==> src/rtl/mem_arbiter.sv <==
// Three-way SRAM arbiter for VGA scanout, CPU fetch and CPU load/store.
// MEM_ARB_STARVE_GUARD_EN lets a starved CPU requester outrank VGA.
module mem_arbiter #(
  parameter int ADDR_W      = 16,
  parameter int DATA_W      = 16,
  parameter int MEM_LATENCY = 2
) (
  input  logic              clk,
  input  logic              rst_async,
  input  logic              vga_req,
  input  logic [ADDR_W-1:0] vga_addr,
  output logic              vga_gnt,
  output logic              vga_rvalid,
  input  logic              fetch_req,
  input  logic [ADDR_W-1:0] fetch_addr,
  output logic              fetch_gnt,
  output logic              fetch_rvalid,
  input  logic              data_req,
  input  logic              data_we,
  input  logic [ADDR_W-1:0] data_addr,
  input  logic [DATA_W-1:0] data_wdata,
  output logic              data_gnt,
  output logic              data_rvalid,
  output logic [DATA_W-1:0] rdata,
  output logic              mem_en,
  output logic              mem_we,
  output logic [ADDR_W-1:0] mem_addr,
  output logic [DATA_W-1:0] mem_wdata,
  input  logic [DATA_W-1:0] mem_rdata
);

  localparam int L = MEM_LATENCY;
  localparam logic [1:0] ID_VGA   = 2'd0;
  localparam logic [1:0] ID_FETCH = 2'd1;
  localparam logic [1:0] ID_DATA  = 2'd2;

  logic         last_cpu;
  logic         fetch_starve;
  logic         data_starve;
  logic         g_vga, g_fetch, g_data;
  logic         rd_issue;
  logic [1:0]   issue_id;
  logic [L-1:0] tag_v;
  logic [1:0]   tag_id [L];

`ifdef MEM_ARB_STARVE_GUARD_EN
  logic [3:0] fetch_wait;
  logic [3:0] data_wait;

  always_ff @(posedge clk or posedge rst_async) begin
    if (rst_async) begin
      fetch_wait <= '0;
      data_wait  <= '0;
    end else begin
      if (g_fetch)
        fetch_wait <= '0;
      else if (fetch_req && fetch_wait != 4'd15)
        fetch_wait <= fetch_wait + 4'd1;
      if (g_data)
        data_wait <= '0;
      else if (data_req && data_wait != 4'd15)
        data_wait <= data_wait + 4'd1;
    end
  end

  assign fetch_starve = fetch_req & fetch_wait[3];
  assign data_starve  = data_req & data_wait[3];
`else
  assign fetch_starve = 1'b0;
  assign data_starve  = 1'b0;
`endif

  // last_cpu=1 means data was served last, so fetch wins a tie
  always_comb begin
    g_vga   = 1'b0;
    g_fetch = 1'b0;
    g_data  = 1'b0;
    if (fetch_starve && data_starve) begin
      g_fetch = last_cpu;
      g_data  = ~last_cpu;
    end else if (fetch_starve) begin
      g_fetch = 1'b1;
    end else if (data_starve) begin
      g_data = 1'b1;
    end else if (vga_req) begin
      g_vga = 1'b1;
    end else if (fetch_req && data_req) begin
      g_fetch = last_cpu;
      g_data  = ~last_cpu;
    end else begin
      g_fetch = fetch_req;
      g_data  = data_req;
    end
    if (rst_async) begin
      g_vga   = 1'b0;
      g_fetch = 1'b0;
      g_data  = 1'b0;
    end
  end

  assign vga_gnt   = g_vga;
  assign fetch_gnt = g_fetch;
  assign data_gnt  = g_data;

  always_comb begin
    mem_en    = 1'b0;
    mem_we    = 1'b0;
    mem_addr  = '0;
    mem_wdata = '0;
    issue_id  = ID_VGA;
    unique case (1'b1)
      g_vga: begin
        mem_en   = 1'b1;
        mem_addr = vga_addr;
      end
      g_fetch: begin
        mem_en   = 1'b1;
        mem_addr = fetch_addr;
        issue_id = ID_FETCH;
      end
      g_data: begin
        mem_en    = 1'b1;
        mem_we    = data_we;
        mem_addr  = data_addr;
        mem_wdata = data_wdata;
        issue_id  = ID_DATA;
      end
      default: ;
    endcase
  end

  assign rd_issue = mem_en & ~mem_we;

  always_ff @(posedge clk or posedge rst_async) begin
    if (rst_async) begin
      last_cpu <= 1'b1;
    end else if (g_fetch) begin
      last_cpu <= 1'b0;
    end else if (g_data) begin
      last_cpu <= 1'b1;
    end
  end

  // Clearing the tags on reset drops any read still in flight
  always_ff @(posedge clk or posedge rst_async) begin
    if (rst_async) begin
      tag_v <= '0;
      for (int i = 0; i < L; i++)
        tag_id[i] <= ID_VGA;
    end else begin
      tag_v[0]  <= rd_issue;
      tag_id[0] <= issue_id;
      for (int i = 1; i < L; i++) begin
        tag_v[i]  <= tag_v[i-1];
        tag_id[i] <= tag_id[i-1];
      end
    end
  end

  assign vga_rvalid   = ~rst_async & tag_v[L-1]
                      & (tag_id[L-1] == ID_VGA);
  assign fetch_rvalid = ~rst_async & tag_v[L-1]
                      & (tag_id[L-1] == ID_FETCH);
  assign data_rvalid  = ~rst_async & tag_v[L-1]
                      & (tag_id[L-1] == ID_DATA);
  assign rdata = rst_async ? '0 : mem_rdata;

endmodule

==> config.mk <==
export PLATFORM = sky130hd
export DESIGN_NAME = mem_arbiter
export DESIGN_NICKNAME = d
export VERILOG_FILES = /design/src/rtl/mem_arbiter.sv
export SDC_FILE = /design/constraint.sdc
export NUM_CORES = 1
export LEC_CHECK = 0
export ABC_AREA = 1
export BUFFER_PORTS_ARGS = -buffer_cell sky130_fd_sc_hd__buf_2
export CAP_MARGIN = 5
export CORE_AREA = 2 2 50 71
export DETAILED_ROUTE_END_ITERATION = 8
export DIE_AREA = 0 0 52 73
export HOLD_SLACK_MARGIN = 0.15
export PLACE_DENSITY = 0.83
export SLEW_MARGIN = 20
export SYNTH_ARGS = -nofsm -noshare
export SYNTH_HDL_FRONTEND = slang
export SYNTH_SLANG_ARGS = --single-unit
==> constraint.sdc <==
create_clock -name clk -period 2.16 [get_ports clk]
set_input_delay 0.108 -clock clk [delete_from_list [all_inputs] [get_ports clk]]
set_output_delay 0.108 -clock clk [all_outputs]
set_load 0.02 [all_outputs]
---- Yosys cells after proc, flatten, opt, wreduce, memory -nomap -nowiden ----
Cells that the tools add are included.
storage, ports and cells
  output and inout port bits .............. 56
  word-level logic and storage cells ...... 34
  flip-flop bits (word level) ............. 7
  bits of input ports ..................... 86
cells by class
  reduce and logical (&&, ||, !) cells .... 4
  mux-type cells .......................... 16
  equality and inequality tests ........... 2
  bitwise logic cells ..................... 8
operator list
  kind                                           count
  case mux 16 bit (3 select lines)               1
  2-to-1 mux 16 bit                              2
  2-to-1 mux 1 bit                               12
  bitwise AND 1 bit                              5
  case mux 2 bit (2 select lines)                1
  inverter 1 bit                                 3
  OR reduction 3 bit                             1
  == test 2 x 1 -> 1 bit, second input constant  1
  == test 2 bit, second input constant           1
  logical NOT 2 bit                              1
  nonzero test 2 bit                             1
  logical AND 1 bit                              1

---- Logic depth before layout (Yosys ltp) ----
  word-level depth ........................ 7
  gate-level depth with buffers ........... 6
  mapped depth without buffers ............ 6

---- Worst setup path after synthesis ----
OpenSTA, ideal clock, no wires.
  path kind ............................... register -> output
  start ................................... register last_cpu
  end ..................................... output port mem_addr[0]
  path buffers ............................ 1
  setup slack ............................. 0.842 ns
  required time ........................... 2.052 ns
  cell stages (with the launch flop) ...... 6
  data arrival time ....................... 1.210 ns
  path through ............................ dfstp_2 inv_1 nand2_1 buf_2 nand4_1 nand3_1
on the way
  cells in the longest elaborated chain, start to end .. 5
  elaborated cells on any way between the ends .. 8
  those cells by class .................... mux: 7; bitwise: 1
ends and longest elaborated chain
  item                                RTL line  text
  start, declared                     37        logic last_cpu;
  start signal, assigned              136       last_cpu <= 1'b1;
  start signal, assigned              138       last_cpu <= 1'b0;
  start signal, assigned              140       last_cpu <= 1'b1;
  inverter 1 bit                      89        g_data = ~last_cpu;
  2-to-1 mux 1 bit                    87        end else if (fetch_req && data_req) begin
  2-to-1 mux 1 bit                    85        end else if (vga_req) begin
  2-to-1 mux 1 bit                    94        if (rst_async) begin
  case mux 16 bit (3 select lines) *  111       unique case (1'b1)
  end, declared                       27        output logic [ADDR_W-1:0] mem_addr,
Every way passes the cells marked *; elsewhere a longest branch is shown, timed or not.

---- Final worst setup path ----
  start ................................... input port rst_async
  end ..................................... output port mem_en
on the way
  cells in the longest elaborated chain, start to end .. 3
  elaborated cells on any way between the ends .. 5
  those cells by class .................... mux: 4; reduce/logical: 1
ends and longest elaborated chain
  item                            RTL line  text
  start, declared                 9         input logic rst_async,
  2-to-1 mux 1 bit                94
  OR reduction 3 bit (no line) *  n/a
  2-to-1 mux 1 bit *              111
  end, declared                   25        output logic mem_en,
Marks and branches as above.

==> results <==
- The number of antenna violations at the first check in global routing was 0.
- The combined global-route utilization of all metal layers is between 10% and 20%.
- The net count of the finished layout is a little over 400.
- The final clock skew is ~0.0018 ns.
- The clock latency reported for the late side of the worst-skew pair is 0.22 ns.
- The clock-pin slew reported for the worst setup and hold paths after clock tree synthesis is 0.04 ns.
- Yosys printed 0 warnings.
- By area the synthesized netlist is led by sky130_fd_sc_hd__nand4_1 19%, sky130_fd_sc_hd__inv_1 15%, sky130_fd_sc_hd__dfrtp_1 14%.
- Static timing analysis puts the maximum clock frequency at 0.539 GHz.
- The routed via count divided by cell count is 4.53.
- Subtracting the final worst setup slack from the clock period gives 1.86 ns.
- The floorplan die width is 52 microns.
- STA classifies the critical path startpoint as an input pin.
- The full die area is between 3000 and 4000 sq um.
- The kind of capture point of the worst setup path is an output port.
- Routability-driven placement finished with a final weighted congestion of between 0.7 and 0.8.
- The average size of a mapped cell is 5.79 sq um.
- The number of nets in the synthesized netlist is 266.
- Counting along the longest clock path gives a buffer depth of 2.
- The unique cell type count in the Yosys netlist is 17.
- Cells with a size suffix above 1 make up 52.1% of the layout.
- The number of maximum-capacitance violations is 0.
- For this design, the sink count on the clock tree is 7.
- The number of endpoints with negative hold slack in the final report is 0.
- After routing the design area is 1800 sq um.
- The number of gates resized after cts is 0.
- The wire length of the first global-routing pass is a little under 6 mm.
- The cell sitting at the root of the clock tree is a sky130_fd_sc_hd__clkbuf_8.
- The largest net degree at the start of global routing is 21.
- The initial utilization of the core area, before any placement, comes to 32.3%.
- The number of DRC markers in iteration 0 is 27.
- For the pin with the worst max-slew slack, the measured transition is 0.589 ns.
- The number of pins exceeding their max-slew limit in the final report is 0.
- Summing every instance area after synthesis gives 1040 sq um.
- The flow ran to the end, and the final reports show no timing, DRC or antenna violations.
- The final routed wire length divided by cell count is 10.5 microns.
- The min-delay analysis places its worst path in the category in2reg.
- The I/O pin count is 142.
- The minimum setup slack in the final design is 0.304 ns.
- The worst pin sits at a relative slew slack of 60.6%.
- The detailed router placed 1618 vias in this run.
- Sequential elements use 16.9% of the synthesized area.
- Setup violations remaining at the end of the flow were counted as 0.
- Before CTS, the worst setup slack after placement is 0.547 ns.
- The number of cell instances on the worst register-to-register path is 5.
- The post-synthesis register bit count is 7.
- IR analysis of the VDD net gives a maximum drop of 246 uV.
- The worst path arrival time is 1.75 ns.
- The largest total area in the synthesized netlist belongs to sky130_fd_sc_hd__nand4_1.
- Clock tree synthesis inserted a total of 3 buffers.
- Compared with the post-synthesis result, the final layout area differs by 72.4%.
- Summed over all failing endpoints, the final setup total negative slack is 0 ns.
- The via count of the first global-routing pass was 1453.
- The core box area is roughly 3200 sq um.
- The post-synthesis instance total is 180.
- The critical path class is in2out.
- Cells fill 55.8% of the core in the end.
- The TritonCTS clock tree is done.
- Row generation in the floorplan step produced 25 rows.
- The first-pass iteration count of the detailed router is 4.
- The chip height is between 70 and 80 microns.
- The leakage power figure is about 1.2 nW.
- The share of the synthesized area in the top cell type is approximately a fifth.
- CTS built an H-tree with a depth of 1.
- Port buffering added 141 buffers.
- In the layout the commonest cells are 141 x sky130_fd_sc_hd__buf_2, 42 x sky130_fd_sc_hd__inv_1, 32 x sky130_fd_sc_hd__nand4_1, 26 x sky130_fd_sc_hd__nor2_1, 24 x sky130_fd_sc_hd__nand2_1.
- The largest fanout on the critical path is 20.
- The wire-length estimate of the detail-placed layout is 3.03 mm.
- The most common cell after layout, fill and taps aside is sky130_fd_sc_hd__buf_2.
- The overall routed net length is roughly 3.8 mm.
- Setup repair after global routing left no endpoint under its margin.
- The cell area after placement is 1740 sq um.
- The post-detailed-route DRC marker count is 0.
- The total global routing overflow is 0.
- The antenna cell count is 0.
- STA puts the critical path data required time at about 2.1 ns.
- The detail route stage leaves a number of antenna-violating nets equal to 0.
- The ratio of final minimum period to clock period is 85.9%.
- The total power divided by cell area is 385 nW/um^2.
- The worst hold path was traced through 3 stages.
final timing paths:
| path | start | end | slack, ns |
|---|---|---|---|
| min | data_req | tag_id[3] | 0.19 |
| max reg2reg | last_cpu | last_cpu | 0.72 |
| min in group asynchronous | rst_async | tag_v[0] | 0.60 |
| max in group asynchronous | rst_async | last_cpu | 1.33 |
| max | rst_async | mem_en | 0.30 |
| min reg2reg | tag_id[2] | tag_id[0] | 0.35 |
cells by family after synthesis:
family	share of synthesized area [%]
DFF	16.9
buffers and inverters	23.0
and+or+nand+nor	60.0
power by group:
| part | switching, mW | leakage, nW | internal, mW |
|---|---|---|---|
| combinational | 0.225 | 1.12 | 0.134 |
| clock | 0.0522 | 0.0228 | 0.127 |
| sequential | 0.00597 | 0.0889 | 0.147 |
| total | 0.283 | 1.24 | 0.409 |
what timing repair did:
action,in CTS,in global routing
setup endpoints to repair,0,0
hold buffers,1,0
hold endpoints to repair,6,0
buffers inserted,0,0
per-stage QoR:
stage	total power, mW	cells	hold WS, ns
final	0.692	357	0.186
after global placement	0.509	352	0.250
after detailed placement	0.514	352	0.263
after global routing	0.742	357	0.204
after CTS	0.702	357	0.184
after floorplan	0.369	180	0.0361
per-layer routing:
layer  up-vias  global-route usage [%]  wire length (microns)  share of wire [%]
met3         0                    2.66                    337                9.0
met1       691                    21.8                   1420                 38
li1        845                       -                      -                  -
met5         -                       0                      0                  0
met4         0                    5.26                      0                  0
met2        82                    38.0                   2000                 53
sequential cells by signal, summed over array words and instances, names as in the netlist:
name and flops:
tag_id 4, tag_v 2, last_cpu 1
worst max-delay path, cell delays in order:
cell and delay (ns):
sky130_fd_sc_hd__buf_2 0.40, sky130_fd_sc_hd__dlygate4sd3_1 0.64, sky130_fd_sc_hd__inv_2 0.10, sky130_fd_sc_hd__nand3_1 0.11
sky130_fd_sc_hd__nor2_2 0.05, sky130_fd_sc_hd__nor2_1 0.14, sky130_fd_sc_hd__inv_1 0.05, sky130_fd_sc_hd__buf_2 0.15
layout make-up:
cell class | count | area [sq um]
timing repair buffer | 144 | 731
clock buffer | 4 | 45.0
multi-input combinational | 117 | 626
fill | 341 | 1430
sequential | 7 | 176
inverter | 45 | 169
tap | 40 | 50.0
cells in the mapped netlist:
master and instances:
sky130_fd_sc_hd__nand4_1 32, sky130_fd_sc_hd__clkbuf_1 1, sky130_fd_sc_hd__dfstp_2 1, sky130_fd_sc_hd__inv_2 3, sky130_fd_sc_hd__dfrtp_1 6, sky130_fd_sc_hd__inv_1 42, sky130_fd_sc_hd__nor3_1 2, sky130_fd_sc_hd__nor2_8 2
sky130_fd_sc_hd__nand2_1 24, sky130_fd_sc_hd__nand3_1 18, sky130_fd_sc_hd__buf_4 2, sky130_fd_sc_hd__nor2_2 11, sky130_fd_sc_hd__nor2_1 26, sky130_fd_sc_hd__nand3_4 1, sky130_fd_sc_hd__nor2_4 1, sky130_fd_sc_hd__buf_2 6
sky130_fd_sc_hd__buf_6 2
Note: power is estimated with default switching activity, not from simulation.
